### src/rtl/ins_fetch_pkg.sv
// ----------------------------------------------------------------------------
// ins_fetch_pkg
// Shared kestrel2 definitions for the instruction fetch unit: reset word
// address default, fetch buffer depths, FSM state encoding, buffer entry
// layout and the word-address increment helper.
// Ports: none (package).
// ----------------------------------------------------------------------------
package ins_fetch_pkg;

    // Word address fetched first after reset.
    localparam logic [15:1] FETCH_RESET_ADR = 15'h0000;

    // Buffer depth with and without prefetching.
    localparam int FETCH_DEPTH_PF   = 2;
    localparam int FETCH_DEPTH_NOPF = 1;

    typedef enum logic [1:0] {
        FETCH_IDLE = 2'b00,
        FETCH_REQ  = 2'b01,
        FETCH_DROP = 2'b10
    } fetch_state_e;

    // One buffered instruction: the data word plus the word address it came from.
    typedef struct packed {
        logic [15:0] ins;
        logic [15:1] pc;
    } fetch_entry_t;

    localparam int FETCH_ENTRY_W = $bits(fetch_entry_t);

    // Next word address; wraps 15'h7FFF -> 15'h0000 by truncation.
    function automatic logic [15:1] next_word_adr(input logic [15:1] adr);
        return adr + 15'd1;
    endfunction

endpackage

### src/rtl/ins_fetch_if.sv
// ----------------------------------------------------------------------------
// ins_fetch_if
// Wishbone instruction-bus signals between the fetch unit (master) and the
// program memory (slave). Classic single-read cycles only.
// Signals:
//   ins_adr_o [15:1] word address        (master -> slave)
//   ins_cyc_o        bus cycle active     (master -> slave)
//   ins_stb_o        strobe               (master -> slave)
//   ins_dat_i [15:0] read data            (slave -> master)
//   ins_ack_i        cycle termination    (slave -> master)
// ----------------------------------------------------------------------------
interface ins_fetch_if;

    logic [15:1] ins_adr_o;
    logic        ins_cyc_o;
    logic        ins_stb_o;
    logic [15:0] ins_dat_i;
    logic        ins_ack_i;

    modport master (
        output ins_adr_o,
        output ins_cyc_o,
        output ins_stb_o,
        input  ins_dat_i,
        input  ins_ack_i
    );

    modport slave (
        input  ins_adr_o,
        input  ins_cyc_o,
        input  ins_stb_o,
        output ins_dat_i,
        output ins_ack_i
    );

endinterface

### src/rtl/ins_fetch_fifo.sv
// ----------------------------------------------------------------------------
// fetch_fifo
// Small instruction buffer for the fetch unit. DEPTH is 1 or 2. The head
// entry is always a register, so the decoder never sees bus data directly.
// Push and pop in the same cycle both complete. Flush empties the buffer and
// takes priority over push/pop. Pushing into a full buffer without a
// simultaneous pop is not supported; the caller only issues a bus request
// when a slot is free.
// Ports:
//   sys_clk_i, sys_rst_i  clock, synchronous active-high reset
//   flush                 discard all entries
//   push, push_data       write one entry at the tail
//   pop                   consume the head entry (ignored when empty)
//   head_data             head entry (RST_VAL after reset)
//   full, empty           occupancy flags
// ----------------------------------------------------------------------------
module fetch_fifo #(
    parameter int               DEPTH   = 1,
    parameter int               WIDTH   = 31,
    parameter logic [WIDTH-1:0] RST_VAL = '0
) (
    input  logic             sys_clk_i,
    input  logic             sys_rst_i,
    input  logic             flush,
    input  logic             push,
    input  logic [WIDTH-1:0] push_data,
    input  logic             pop,
    output logic [WIDTH-1:0] head_data,
    output logic             full,
    output logic             empty
);

    generate
        if (DEPTH == 1) begin : g_one

            logic [WIDTH-1:0] ent0_q;
            logic             vld_q;

            always_ff @(posedge sys_clk_i) begin
                if (sys_rst_i) begin
                    ent0_q <= RST_VAL;
                    vld_q  <= 1'b0;
                end else if (flush) begin
                    vld_q <= 1'b0;
                end else if (push) begin
                    // Covers push alone and push with pop of the old head.
                    ent0_q <= push_data;
                    vld_q  <= 1'b1;
                end else if (pop) begin
                    vld_q <= 1'b0;
                end
            end

            assign head_data = ent0_q;
            assign full      = vld_q;
            assign empty     = ~vld_q;

        end else begin : g_two

            logic [WIDTH-1:0] ent0_q;
            logic [WIDTH-1:0] ent1_q;
            logic [1:0]       cnt_q;
            logic             pop_ok;

            assign pop_ok = pop & (cnt_q != 2'd0);

            always_ff @(posedge sys_clk_i) begin
                if (sys_rst_i) begin
                    ent0_q <= RST_VAL;
                    ent1_q <= RST_VAL;
                    cnt_q  <= 2'd0;
                end else if (flush) begin
                    cnt_q <= 2'd0;
                end else begin
                    case ({pop_ok, push})
                        2'b10: begin
                            // Only shift when a second entry exists; a lone
                            // head simply becomes invalid and keeps its value.
                            if (cnt_q == 2'd2) begin
                                ent0_q <= ent1_q;
                            end
                            cnt_q <= cnt_q - 2'd1;
                        end
                        2'b01: begin
                            if (cnt_q == 2'd0) begin
                                ent0_q <= push_data;
                            end else begin
                                ent1_q <= push_data;
                            end
                            cnt_q <= cnt_q + 2'd1;
                        end
                        2'b11: begin
                            if (cnt_q == 2'd1) begin
                                ent0_q <= push_data;
                            end else begin
                                ent0_q <= ent1_q;
                                ent1_q <= push_data;
                            end
                        end
                        default: begin
                        end
                    endcase
                end
            end

            assign head_data = ent0_q;
            assign full      = (cnt_q == 2'd2);
            assign empty     = (cnt_q == 2'd0);

        end
    endgenerate

endmodule

### src/rtl/ins_fetch.sv
// ----------------------------------------------------------------------------
// ins_fetch
// Instruction fetch unit: Wishbone read master that fills a small buffer
// and offers the head word to the decoder. A redirect (br_i) flushes the
// buffer, reloads the fetch pointer and turns an outstanding bus cycle into
// one whose data is discarded.
//
// Build option: define FETCH_PREFETCH_EN for a 2-entry buffer that fetches
// ahead while the head waits; otherwise a 1-entry buffer is used and the
// next fetch starts only after the head is taken or flushed.
//
// Ports:
//   sys_clk_i              clock
//   sys_rst_i              synchronous active-high reset
//   ins_bus (master)       Wishbone instruction bus (see ins_fetch_if)
//   fet_valid_o            head word available
//   fet_ins_o [15:0]       head instruction
//   fet_pc_o  [15:1]       head word address
//   fet_take_i             decoder consumes head (with fet_valid_o)
//   br_i, br_adr_i [15:1]  redirect request and word target
//
// state      | meaning
// -----------+-------------------------------------------------------------
// FETCH_IDLE | no bus request
// FETCH_REQ  | request outstanding, data goes to the buffer on ack
// FETCH_DROP | request outstanding after a redirect, data discarded on ack
// ----------------------------------------------------------------------------
module ins_fetch
    import ins_fetch_pkg::*;
#(
    parameter logic [15:1] RESET_ADR = FETCH_RESET_ADR
) (
    input  logic         sys_clk_i,
    input  logic         sys_rst_i,
    ins_fetch_if.master  ins_bus,
    output logic         fet_valid_o,
    output logic [15:0]  fet_ins_o,
    output logic [15:1]  fet_pc_o,
    input  logic         fet_take_i,
    input  logic         br_i,
    input  logic [15:1]  br_adr_i
);

`ifdef FETCH_PREFETCH_EN
    localparam int BUF_DEPTH = FETCH_DEPTH_PF;
`else
    localparam int BUF_DEPTH = FETCH_DEPTH_NOPF;
`endif

    localparam fetch_entry_t BUF_RST = '{ins: 16'h0000, pc: RESET_ADR};

    fetch_state_e state_q;
    fetch_state_e state_d;

    // fpc_q is the next address to fetch; adr_q is the address driven on the
    // bus, frozen for the whole cycle even if a redirect moves fpc_q.
    logic [15:1] fpc_q;
    logic [15:1] adr_q;

    logic         buf_full;
    logic         buf_empty;
    logic         buf_push;
    logic         buf_pop;
    logic         req_start;
    fetch_entry_t push_ent;
    fetch_entry_t head_ent;
    logic [FETCH_ENTRY_W-1:0] head_vec;

    always_comb begin
        state_d   = state_q;
        buf_push  = 1'b0;
        req_start = 1'b0;
        case (state_q)
            FETCH_IDLE: begin
                if (!buf_full && !br_i) begin
                    state_d   = FETCH_REQ;
                    req_start = 1'b1;
                end
            end
            FETCH_REQ: begin
                if (ins_bus.ins_ack_i) begin
                    state_d  = FETCH_IDLE;
                    // A redirect on the ack edge wins; the word is stale.
                    buf_push = ~br_i;
                end else if (br_i) begin
                    state_d = FETCH_DROP;
                end
            end
            FETCH_DROP: begin
                if (ins_bus.ins_ack_i) begin
                    state_d = FETCH_IDLE;
                end
            end
            default: begin
                state_d = FETCH_IDLE;
            end
        endcase
    end

    always_ff @(posedge sys_clk_i) begin
        if (sys_rst_i) begin
            state_q <= FETCH_IDLE;
            fpc_q   <= RESET_ADR;
            adr_q   <= RESET_ADR;
        end else begin
            state_q <= state_d;
            if (br_i) begin
                fpc_q <= br_adr_i;
            end else if (buf_push) begin
                fpc_q <= next_word_adr(fpc_q);
            end
            if (req_start) begin
                adr_q <= fpc_q;
            end
        end
    end

    assign buf_pop  = fet_take_i & ~buf_empty;
    assign push_ent = '{ins: ins_bus.ins_dat_i, pc: adr_q};

    fetch_fifo #(
        .DEPTH   (BUF_DEPTH),
        .WIDTH   (FETCH_ENTRY_W),
        .RST_VAL (BUF_RST)
    ) u_fifo (
        .sys_clk_i (sys_clk_i),
        .sys_rst_i (sys_rst_i),
        .flush     (br_i),
        .push      (buf_push),
        .push_data (push_ent),
        .pop       (buf_pop),
        .head_data (head_vec),
        .full      (buf_full),
        .empty     (buf_empty)
    );

    assign head_ent = fetch_entry_t'(head_vec);

    assign ins_bus.ins_cyc_o = (state_q != FETCH_IDLE);
    assign ins_bus.ins_stb_o = (state_q != FETCH_IDLE);
    assign ins_bus.ins_adr_o = adr_q;

    assign fet_valid_o = ~buf_empty;
    assign fet_ins_o   = head_ent.ins;
    assign fet_pc_o    = head_ent.pc;

endmodule

### src/flat_wrapper.sv
// flat-port wrapper written by rule: the top's interface ports become plain ports
module ins_fetch_flat import ins_fetch_pkg::*;
#(
    parameter logic [15:1] RESET_ADR = FETCH_RESET_ADR
)
  (sys_clk_i, sys_rst_i, fet_valid_o, fet_ins_o, fet_pc_o, fet_take_i, br_i, br_adr_i, ins_bus_ins_adr_o, ins_bus_ins_cyc_o, ins_bus_ins_stb_o, ins_bus_ins_dat_i, ins_bus_ins_ack_i);
  ins_fetch_if ins_bus_i ();
  input  logic sys_clk_i;
  input  logic sys_rst_i;
  output logic fet_valid_o;
  output logic [15:0] fet_ins_o;
  output logic [15:1] fet_pc_o;
  input  logic fet_take_i;
  input  logic br_i;
  input  logic [15:1] br_adr_i;
  output wire logic [$bits(ins_bus_i.ins_adr_o)-1:0] ins_bus_ins_adr_o;
  output wire logic [$bits(ins_bus_i.ins_cyc_o)-1:0] ins_bus_ins_cyc_o;
  output wire logic [$bits(ins_bus_i.ins_stb_o)-1:0] ins_bus_ins_stb_o;
  input wire logic [$bits(ins_bus_i.ins_dat_i)-1:0] ins_bus_ins_dat_i;
  input wire logic [$bits(ins_bus_i.ins_ack_i)-1:0] ins_bus_ins_ack_i;
  assign ins_bus_ins_adr_o = ins_bus_i.ins_adr_o;
  assign ins_bus_ins_cyc_o = ins_bus_i.ins_cyc_o;
  assign ins_bus_ins_stb_o = ins_bus_i.ins_stb_o;
  assign ins_bus_i.ins_dat_i = ins_bus_ins_dat_i;
  assign ins_bus_i.ins_ack_i = ins_bus_ins_ack_i;
  ins_fetch #(.RESET_ADR(RESET_ADR)) u_core (.sys_clk_i(sys_clk_i), .sys_rst_i(sys_rst_i), .ins_bus(ins_bus_i), .fet_valid_o(fet_valid_o), .fet_ins_o(fet_ins_o), .fet_pc_o(fet_pc_o), .fet_take_i(fet_take_i), .br_i(br_i), .br_adr_i(br_adr_i));
endmodule
### config.mk
export PLATFORM = sky130hd
export DESIGN_NAME = ins_fetch_flat
export DESIGN_NICKNAME = d
export VERILOG_FILES = /design/src/rtl/ins_fetch_pkg.sv /design/src/rtl/ins_fetch_if.sv /design/src/rtl/ins_fetch_fifo.sv /design/src/rtl/ins_fetch.sv /design/src/flat_wrapper.sv
export SDC_FILE = /design/constraint.sdc
export NUM_CORES = 1
export LEC_CHECK = 0
export BUFFER_PORTS_ARGS = -buffer_cell sky130_fd_sc_hd__buf_2
export CAP_MARGIN = 20
export CORE_UTILIZATION = 47
export CTS_BUF_LIST = sky130_fd_sc_hd__clkbuf_8
export DETAILED_ROUTE_END_ITERATION = 8
export GPL_TIMING_DRIVEN = 0
export MAX_ROUTING_LAYER = met4
export PLACE_DENSITY = 0.77
export SKIP_CTS_REPAIR_TIMING = 1
export SLEW_MARGIN = 15
export SYNTH_ARGS = -nofsm -noshare
export SYNTH_HDL_FRONTEND = slang
export SYNTH_SLANG_ARGS = --single-unit
### constraint.sdc
create_clock -name sys_clk_i -period 1.8 [get_ports sys_clk_i]
set_input_delay 0.18 -clock sys_clk_i [delete_from_list [all_inputs] [get_ports sys_clk_i]]
set_output_delay 0.18 -clock sys_clk_i [all_outputs]
set_load 0.02 [all_outputs]
==> metrics.txt, run 1 <==
status=complete, no violations; hold endpoint=u_core.state_q[1]; GRT Resource Usage Total=23.8%; critical path required time=2.04 ns; Worst slew margin=64.8%; CP Max Fanout=6; ANT nets after route=0; clk_lat worst skew=0.33 ns; Ys Warns=0; fill count=471; Worst EP arrival=1.98 ns; CORE AREA=0.00520 mm^2; Area contributors post-synth=dfxtp_1 50%, nand2_1 14%, a21oi_1 11%; Mean Syn Cell Area=8.00 um^2; Setup CP Type=reg2reg; Std-Cell Rows=26; Nets=452; Hold WC Path Type=in2reg; R2R Setup Slk=0.06 ns; # IOs=85; post-route clock period utilization=96.5%; largest net degree at the start of global routing=12; ratio of cells with drive above 1 in the final layout=30.0%; worst reg2reg path depth=4; Vias=2,458; final total power=3210 uW; unrepaired setup endpoints after global routing=false; Ant. Diodes=0; Min-Delay Path Depth=2; most area-hungry cell type in the Yosys netlist=dfxtp_1; Remaining Overflow, GRT=0; Worst Skew=0.00993 ns; final count of pins violating max slew=0; PortBufs=83; CP Launch Type=flop; DRT iter0 DRCs=161; Post-DP HPWL=4.56 mm; CTS buffer count=9; die height=76.0 um; initial antenna violation count=0; maxcap violations=0; P&R area growth vs syn=31.1%; fmax=576 MHz; most used cells in the layout excluding fill and tap cells=98 x nand2_1, 83 x buf_2, 57 x dfxtp_1, 55 x a21oi_1, 12 x clkbuf_1; sequential area share after synthesis=49.7%; clock share of power=43.8%; worst-margin pin slew=0.528 ns; CTS Buffer Depth=2; most common cell after layout, fill and taps aside=nand2_1; Post-synth ARST share=0%; Power per Cell Area=951 mW/mm^2; die area=0.00578 mm^2; crit path capture type=flop; cells after synthesis=322; r2r endpoint=u_core.fpc_q[14]; leakage power=0.00145 uW; CTS tree=done; final setup fails=0; Net Count, Synth=359; initial core utilization=49.5%; Worst Min Path Start=ins_bus_ins_ack_i; Routed Wire Length=6.34 mm; R2R Path Start=u_core.state_q[1]; routability congestion estimate=0.929; TritonRoute pass-1 iters=4; number of flops mapped to enable cells by yosys=0; internal power=2430 uW; CTS H-tree lvls=3; CTS sink cnt=64; Mapped Area=0.00258 mm^2; prevailing post-synth register cell=dfxtp_1; Routed WL per cell=12.9 um; fin crit period=1.74 ns; clk root buf=clkbuf_8; final hold violation count=0; Peak VDD IR=0.597 mV; number of global-route vias before repair=2,249; Hold Slack=0.0663 ns; Vias/cell=5.02; top cell type's share of synthesized area=49.7%; synthesized flop and latch total=64; Psw=778 uW; sequential share of power=47.4%; synth unique cells=37; first-pass GRT wire length=10.6 mm; Die X-Extent=76.0 um; clock slew at the register clock pins of the worst setup and hold paths=0.07 ns; Combinational Power Share=8.8%; drt drc=0; Sw Ratio=24.2%
==> synth_stat cells, types with 2 or more instances <==
| library cell | instances |
|---|---|
| dfxtp_1 | 64 |
| o21a_1 | 7 |
| xor2_1 | 4 |
| nor4_1 | 4 |
| or2_2 | 3 |
| nand4_1 | 4 |
| a21oi_1 | 55 |
| nand3b_1 | 2 |
| nand2_1 | 98 |
| nor3_1 | 5 |
| nor2_1 | 7 |
| clkbuf_1 | 18 |
| a2111oi_0 | 2 |
| inv_1 | 10 |
| xnor2_1 | 6 |
| o31a_1 | 2 |
| mux2i_1 | 4 |
| nor2b_1 | 2 |
| mux2_2 | 2 |
| nand2b_1 | 2 |
| or4_1 | 2 |
| nand3_1 | 4 |
==> stage by stage <==
stage	cells	worst slack, ns	setup TNS, ns	utilization [%]	cell area (um^2)
after floorplan	322	0.131	0	-	2580
after global placement	475	-0.0993	-0.776	59.2	3080
after detailed placement	475	-0.105	-1.13	59.2	3080
after CTS	491	-0.130	-1.48	63.6	3310
after global routing	490	0.000501	0	64.9	3380
final	490	0.0633	0	64.9	3380
==> area by class of cell <==
class | instances | area, um^2 | area share (%)
Sequential cell | 64 | 1290 | 38.2
Multi-Input combinational cell | 227 | 1230 | 36.3
Timing Repair Buffer | 84 | 423 | 12.5
Clock buffer | 11 | 151 | 4.48
Tap cell | 70 | 87.6 | 2.59
Buffer | 19 | 83.8 | 2.48
Clock inverter | 5 | 78.8 | 2.33
Inverter | 10 | 37.5 | 1.11
==> how the worst max path moves through the flow <==
stage	startpoint	end	slack (ns)	cells past startpoint
CTS	u_core.state_q[1]	u_core.ins_bus.ins_adr_o[14]	-0.13	5
floorplan	u_core.fpc_q[7]	u_core.fpc_q[14]	0.13	4
detailed placement	u_core.state_q[0]	u_core.ins_bus.ins_adr_o[14]	-0.11	5
finish	u_core.state_q[1]	u_core.fpc_q[14]	0.06	4
global placement	u_core.state_q[1]	u_core.ins_bus.ins_adr_o[15]	-0.1	5
global route	u_core.fpc_q[2]	u_core.fpc_q[15]	0.0005	6
==> power by group through the flow <==
| stage | clock, uW | combinational, uW | sequential, uW |
|---|---|---|---|
| final | 1410 | 283 | 1520 |
| after global routing | 1500 | 313 | 1530 |
| after CTS | 1420 | 279 | 1510 |
| after detailed placement | 0 | 278 | 1550 |
| after global placement | 0 | 273 | 1550 |
| after floorplan | 0 | 150 | 1560 |
==> registers in the layout, indices dropped and copies added (netlist names) <==
name	count
u_core.u_fifo.full	1
u_core.u_fifo.head_data	31
u_core.ins_bus.ins_adr_o	15
u_core.state_q	2
u_core.fpc_q	15
==> critical path, stage by stage (launching register included) <==
cell and delay (ns):
dfxtp_2 0.35, nand3b_1 0.18, or3_4 0.42, or4_1 0.48, a311oi_1 0.21
==> cells by family after synthesis <==
logic type                 after synthesis  synth area share, %
buffers and inverters                   31                 4.71
AOI/OAI and AO/OA                       71                 15.4
xor gates and xnor gates                10                 3.40
adders and majority gates                1                0.486
DFF                                     64                 49.7
and+or+nand+nor                        139                 23.8
muxes                                    6                 2.43
==> per-layer routing <==
layer / vias to the layer above / routed length [um] / GRT usage, % / share of wire (%)
li1: 1259 / - / - / -
met1: 1119 / 2870 / 29.3 / 45
met2: 69 / 3090 / 37.9 / 49
met3: 11 / 281 / 4.43 / 4.4
met4: 0 / 102 / 11.3 / 1.6
met5: - / 0 / - / 0
Power figures use the tool's default switching activity.
==> run 2, diff against run 1 <==
--- a/config.mk
+++ b/config.mk
@@ -13,6 +13,7 @@
 export GPL_TIMING_DRIVEN = 0
 export MAX_ROUTING_LAYER = met4
 export PLACE_DENSITY = 0.77
+export SETUP_SLACK_MARGIN = 0.1
 export SKIP_CTS_REPAIR_TIMING = 1
 export SLEW_MARGIN = 15
 export SYNTH_ARGS = -nofsm -noshare
==> metrics.txt, run 2 (synthesized netlist as in run 1, its figures left out) <==
CP Max Fanout=6; initial core utilization=49.5%; fill count=454; Ant. Diodes=0; critical path required time=2.05 ns; initial antenna violation count=0; number of flip-flops in the largest register=31; Setup CP Type=reg2reg; final hold violation count=0; Hold WC Path Type=in2reg; P&R area growth vs syn=35.0%; CTS tree=done; Post-DP HPWL=4.56 mm; maxcap violations=0; first-pass GRT wire length=10.6 mm; highest metal used=met4; CTS Buffer Depth=2; most used cells in the layout excluding fill and tap cells=98 x nand2_1, 84 x buf_2, 55 x a21oi_1, 51 x dfxtp_1, 12 x clkbuf_1; Worst EP arrival=1.88 ns; Vias/cell=5.07; PnR worst setup slack=0.162 ns; worst reg2reg path depth=4; CTS sink cnt=64; slowest stage cell, crit path=or4_1; CP Launch Type=flop; r2r endpoint=u_core.fpc_q[14]; final setup fails=0; clock slew at the register clock pins of the worst setup and hold paths=0.07 ns; max incr delay on CP=0.41 ns; TritonRoute pass-1 iters=4; Worst slew margin=65.2%; wire length on met1=2.91 mm; final instance area=0.00348 mm^2; unrepaired setup endpoints after global routing=false; critical path cell sequence=nand3b_1 -> or3_4 -> or4_1 -> a311oi_1; drt drc=0; fin crit period=1.64 ns; Vias=2,510; Std-Cell Rows=26; crit path capture type=flop; die height=76.0 um; hold endpoint=u_core.state_q[1]; Routed Wire Length=6.49 mm; metal2 WL=3.19 mm; GRT Resource Usage Total=23.8%; worst-margin pin slew=0.523 ns; DRT iter0 DRCs=131; R2R Path Start=u_core.state_q[1]; CTS buffer count=9; Die X-Extent=76.0 um; Cells after DPL=475; final count of pins violating max slew=0; worst slack, placed=-0.105 ns; Remaining Overflow, GRT=0; Nets=457; post-route clock period utilization=91.0%; Worst Skew=0.00946 ns; largest net degree at the start of global routing=12; status=complete, no violations; final total power=3230 uW; fmax=610 MHz; CTS H-tree lvls=3; clk_lat worst skew=0.34 ns; met3 WL=283 um; CP Buf/Inv Count=0; die area=0.00578 mm^2; ratio of cells with drive above 1 in the final layout=32.5%; Finished Layout Cells=495; Peak VDD IR=0.553 mV; leakage power=0.00148 uW; Power per Cell Area=930 mW/mm^2; PortBufs=83; Routed WL per cell=13.1 um; placed cell areas=0.00308 mm^2; Worst Min Path Start=ins_bus_ins_ack_i; routability congestion estimate=0.929; # IOs=85; Min-Delay Path Depth=2; CORE AREA=0.00520 mm^2; number of global-route vias before repair=2,249; most common cell after layout, fill and taps aside=nand2_1; R2R Setup Slk=0.16 ns; clk root buf=clkbuf_8; CP top delay family=simple AND/OR/NAND/NOR gates; ANT nets after route=0; final core utilization=66.8%
run 2: changes by cell type in the layout (fill, tap and decap cells not counted), sizes merged:
cell,before,now
buf,87,92
run 2: report_power, final:
| part | leakage [uW] | switching, uW | internal (uW) |
|---|---|---|---|
| combinational | 0.000838 | 175 | 128 |
| clock | 0.000119 | 556 | 853 |
| sequential | 0.000527 | 57.1 | 1460 |
| total | 0.00148 | 788 | 2450 |
run 2: area by class of cell:
type / instances / area (um^2) / area share (%)
flip-flops and latches: 64 / 1310 / 37.7
multi-input cells: 227 / 1270 / 36.4
repair buffers: 87 / 445 / 12.8
clock buffers: 11 / 151 / 4.35
plain buffers: 21 / 100 / 2.88
well taps: 70 / 87.6 / 2.52
clock inverters: 5 / 78.8 / 2.27
inverters: 10 / 37.5 / 1.08
run 2: worst max-delay path by stage:
stage,from,slack [ns],cells past startpoint,end
2_1_floorplan,u_core.fpc_q[7],0.13,4,u_core.fpc_q[14]
3_3_place_gp,u_core.state_q[1],-0.1,5,u_core.ins_bus.ins_adr_o[15]
3_5_place_dp,u_core.state_q[0],-0.11,5,u_core.ins_bus.ins_adr_o[14]
4_1_cts,u_core.state_q[1],-0.13,5,u_core.ins_bus.ins_adr_o[14]
5_1_grt,u_core.state_q[1],0.09,6,u_core.fpc_q[11]
6_report,u_core.state_q[1],0.16,4,u_core.fpc_q[14]
run 2: per-layer routing:
layer,track usage [%],vias to the layer above
met5,-,-
met4,11.3,0
met3,4.43,10
met2,37.9,72
met1,29.3,1156
li1,-,1272
run 2: per-stage QoR:
stage	TNS [ns]	hold WS (ns)
floorplan	0	0.257
global placement	-0.776	0.409
detailed placement	-1.13	0.409
CTS	-1.48	0.0554
global route	0	0.0660
finish	0	0.0598
==> run 3, diff against run 2 <==
--- a/config.mk
+++ b/config.mk
@@ -7,12 +7,12 @@
 export LEC_CHECK = 0
 export BUFFER_PORTS_ARGS = -buffer_cell sky130_fd_sc_hd__buf_2
 export CAP_MARGIN = 20
-export CORE_UTILIZATION = 47
+export CORE_UTILIZATION = 45
 export CTS_BUF_LIST = sky130_fd_sc_hd__clkbuf_8
 export DETAILED_ROUTE_END_ITERATION = 8
 export GPL_TIMING_DRIVEN = 0
 export MAX_ROUTING_LAYER = met4
-export PLACE_DENSITY = 0.77
+export PLACE_DENSITY = 0.74
 export SETUP_SLACK_MARGIN = 0.1
 export SKIP_CTS_REPAIR_TIMING = 1
 export SLEW_MARGIN = 15
==> metrics.txt, run 3 (synthesized netlist as in run 1, its figures left out) <==
DRT iter0 DRCs=182; PnR worst setup slack=0.129 ns; critical path required time=2.00 ns; routability congestion estimate=0.925; wire length on met1=2.98 mm; CP Launch Type=flop; GRT Resource Usage Total=24.0%; Vias=2,511; clk root buf=clkbuf_8; CP Buf/Inv Count=2; final setup fails=0; crit path capture type=flop; fmax=598 MHz; Ant. Diodes=0; final count of pins violating max slew=0; CTS H-tree lvls=3; CORE AREA=0.00551 mm^2; initial core utilization=46.8%; ANT nets after route=0; max incr delay on CP=0.36 ns; internal power=2210 uW; TritonRoute pass-1 iters=4; met3 WL=352 um; worst-margin pin slew=0.586 ns; Post-DP HPWL=4.66 mm; Hold Slack=0.0563 ns; most used cells in the layout excluding fill and tap cells=97 x nand2_1, 83 x buf_2, 55 x a21oi_1, 51 x dfxtp_1, 13 x inv_1; Hold WC Path Type=in2reg; Vias/cell=5.01; Combinational Power Share=10.5%; most common cell after layout, fill and taps aside=nand2_1; Worst slew margin=60.9%; PortBufs=83; Routed Wire Length=6.78 mm; number of global-route vias before repair=2,236; clk_lat worst skew=0.34 ns; clock slew at the register clock pins of the worst setup and hold paths=0.07 ns; worst slack, placed=-0.123 ns; Cells after DPL=477; Nets=461; CP top delay family=simple AND/OR/NAND/NOR gates; slowest stage cell, crit path=dfxtp_4; unrepaired setup endpoints after global routing=true; Psw=776 uW; CTS buffer count=9; R2R Setup Slk=0.13 ns; Die X-Extent=77.7 um; Std-Cell Rows=27; sequential share of power=50.9%; CTS Buffer Depth=2; metal2 WL=3.29 mm; CTS sink cnt=64; fill count=495; maxcap violations=0; Finished Layout Cells=501; Worst Skew=0.00886 ns; Worst EP arrival=1.87 ns; number of flip-flops in the largest register=31; first-pass GRT wire length=10.9 mm; fin crit period=1.67 ns; die height=77.7 um; final setup TNS=0 ns; post-route clock period utilization=92.8%; Routed WL per cell=13.5 um; status=complete, no violations; clock share of power=38.6%; Power per Cell Area=861 mW/mm^2; largest net degree at the start of global routing=11; CP Max Fanout=10; highest metal used=met4; leakage power=0.00150 uW; Setup CP Type=reg2reg; initial antenna violation count=0; Sw Ratio=26.0%; Remaining Overflow, GRT=0; CTS tree=done; Peak VDD IR=0.477 mV; die area=0.00603 mm^2; # IOs=85; critical path cell sequence=or2_2 -> or3_1 -> clkbuf_2 -> buf_4 -> nand2_1 -> a21oi_1; drt drc=0; final hold violation count=0; P&R area growth vs syn=34.8%; ratio of cells with drive above 1 in the final layout=33.1%
## run 3: final timing paths
path                                   start                           to  depth (start not counted)
setup reg to reg           u_core.state_q[1]  u_core.ins_bus.ins_adr_o[1]                          6
setup / recovery           u_core.state_q[1]  u_core.ins_bus.ins_adr_o[1]                          6
hold reg to reg   u_core.u_fifo.head_data[2]   u_core.u_fifo.head_data[2]                          2
hold / removal             ins_bus_ins_ack_i            u_core.state_q[1]                          2
## run 3: final cells by class
class                   count  area, um^2  share of cell area (%)
clock inverters             7        56.3                    1.62
plain buffers              21         100                    2.88
clock buffers               9         124                    3.57
well taps                  72        90.1                    2.59
multi-input cells         227        1280                    36.8
repair buffers             91         475                    13.7
flip-flops and latches     64        1310                    37.7
inverters                  10        37.5                    1.08
## run 3: routing by layer
layer | GRT usage (%) | up-vias
met5 | - | -
met3 | 4.35 | 14
met4 | 12.1 | 0
li1 | - | 1276
met1 | 30.0 | 1146
met2 | 37.1 | 75
## run 3: per-stage QoR
step	total power (uW)	utilization, %	instance area [um^2]
floorplan	1710	-	2580
global placement	1820	56.0	3080
detailed placement	1830	56.0	3080
CTS	2970	59.2	3260
global route	3110	63.1	3470
finish	2990	63.1	3470
## run 3: worst register-to-register path: stages, from the launching register on
cell	delay [ns]
dfxtp_4	0.36
or2_2	0.35
or3_1	0.34
clkbuf_2	0.17
buf_4	0.19
nand2_1	0.07
a21oi_1	0.06
## run 3: power by group through the flow
stage | clock, uW | sequential, uW | combinational [uW]
after floorplan | 0 | 1560 | 150
after CTS | 1170 | 1510 | 283
final | 1150 | 1520 | 315
after detailed placement | 0 | 1550 | 280
after global placement | 0 | 1550 | 274
after global routing | 1230 | 1530 | 346
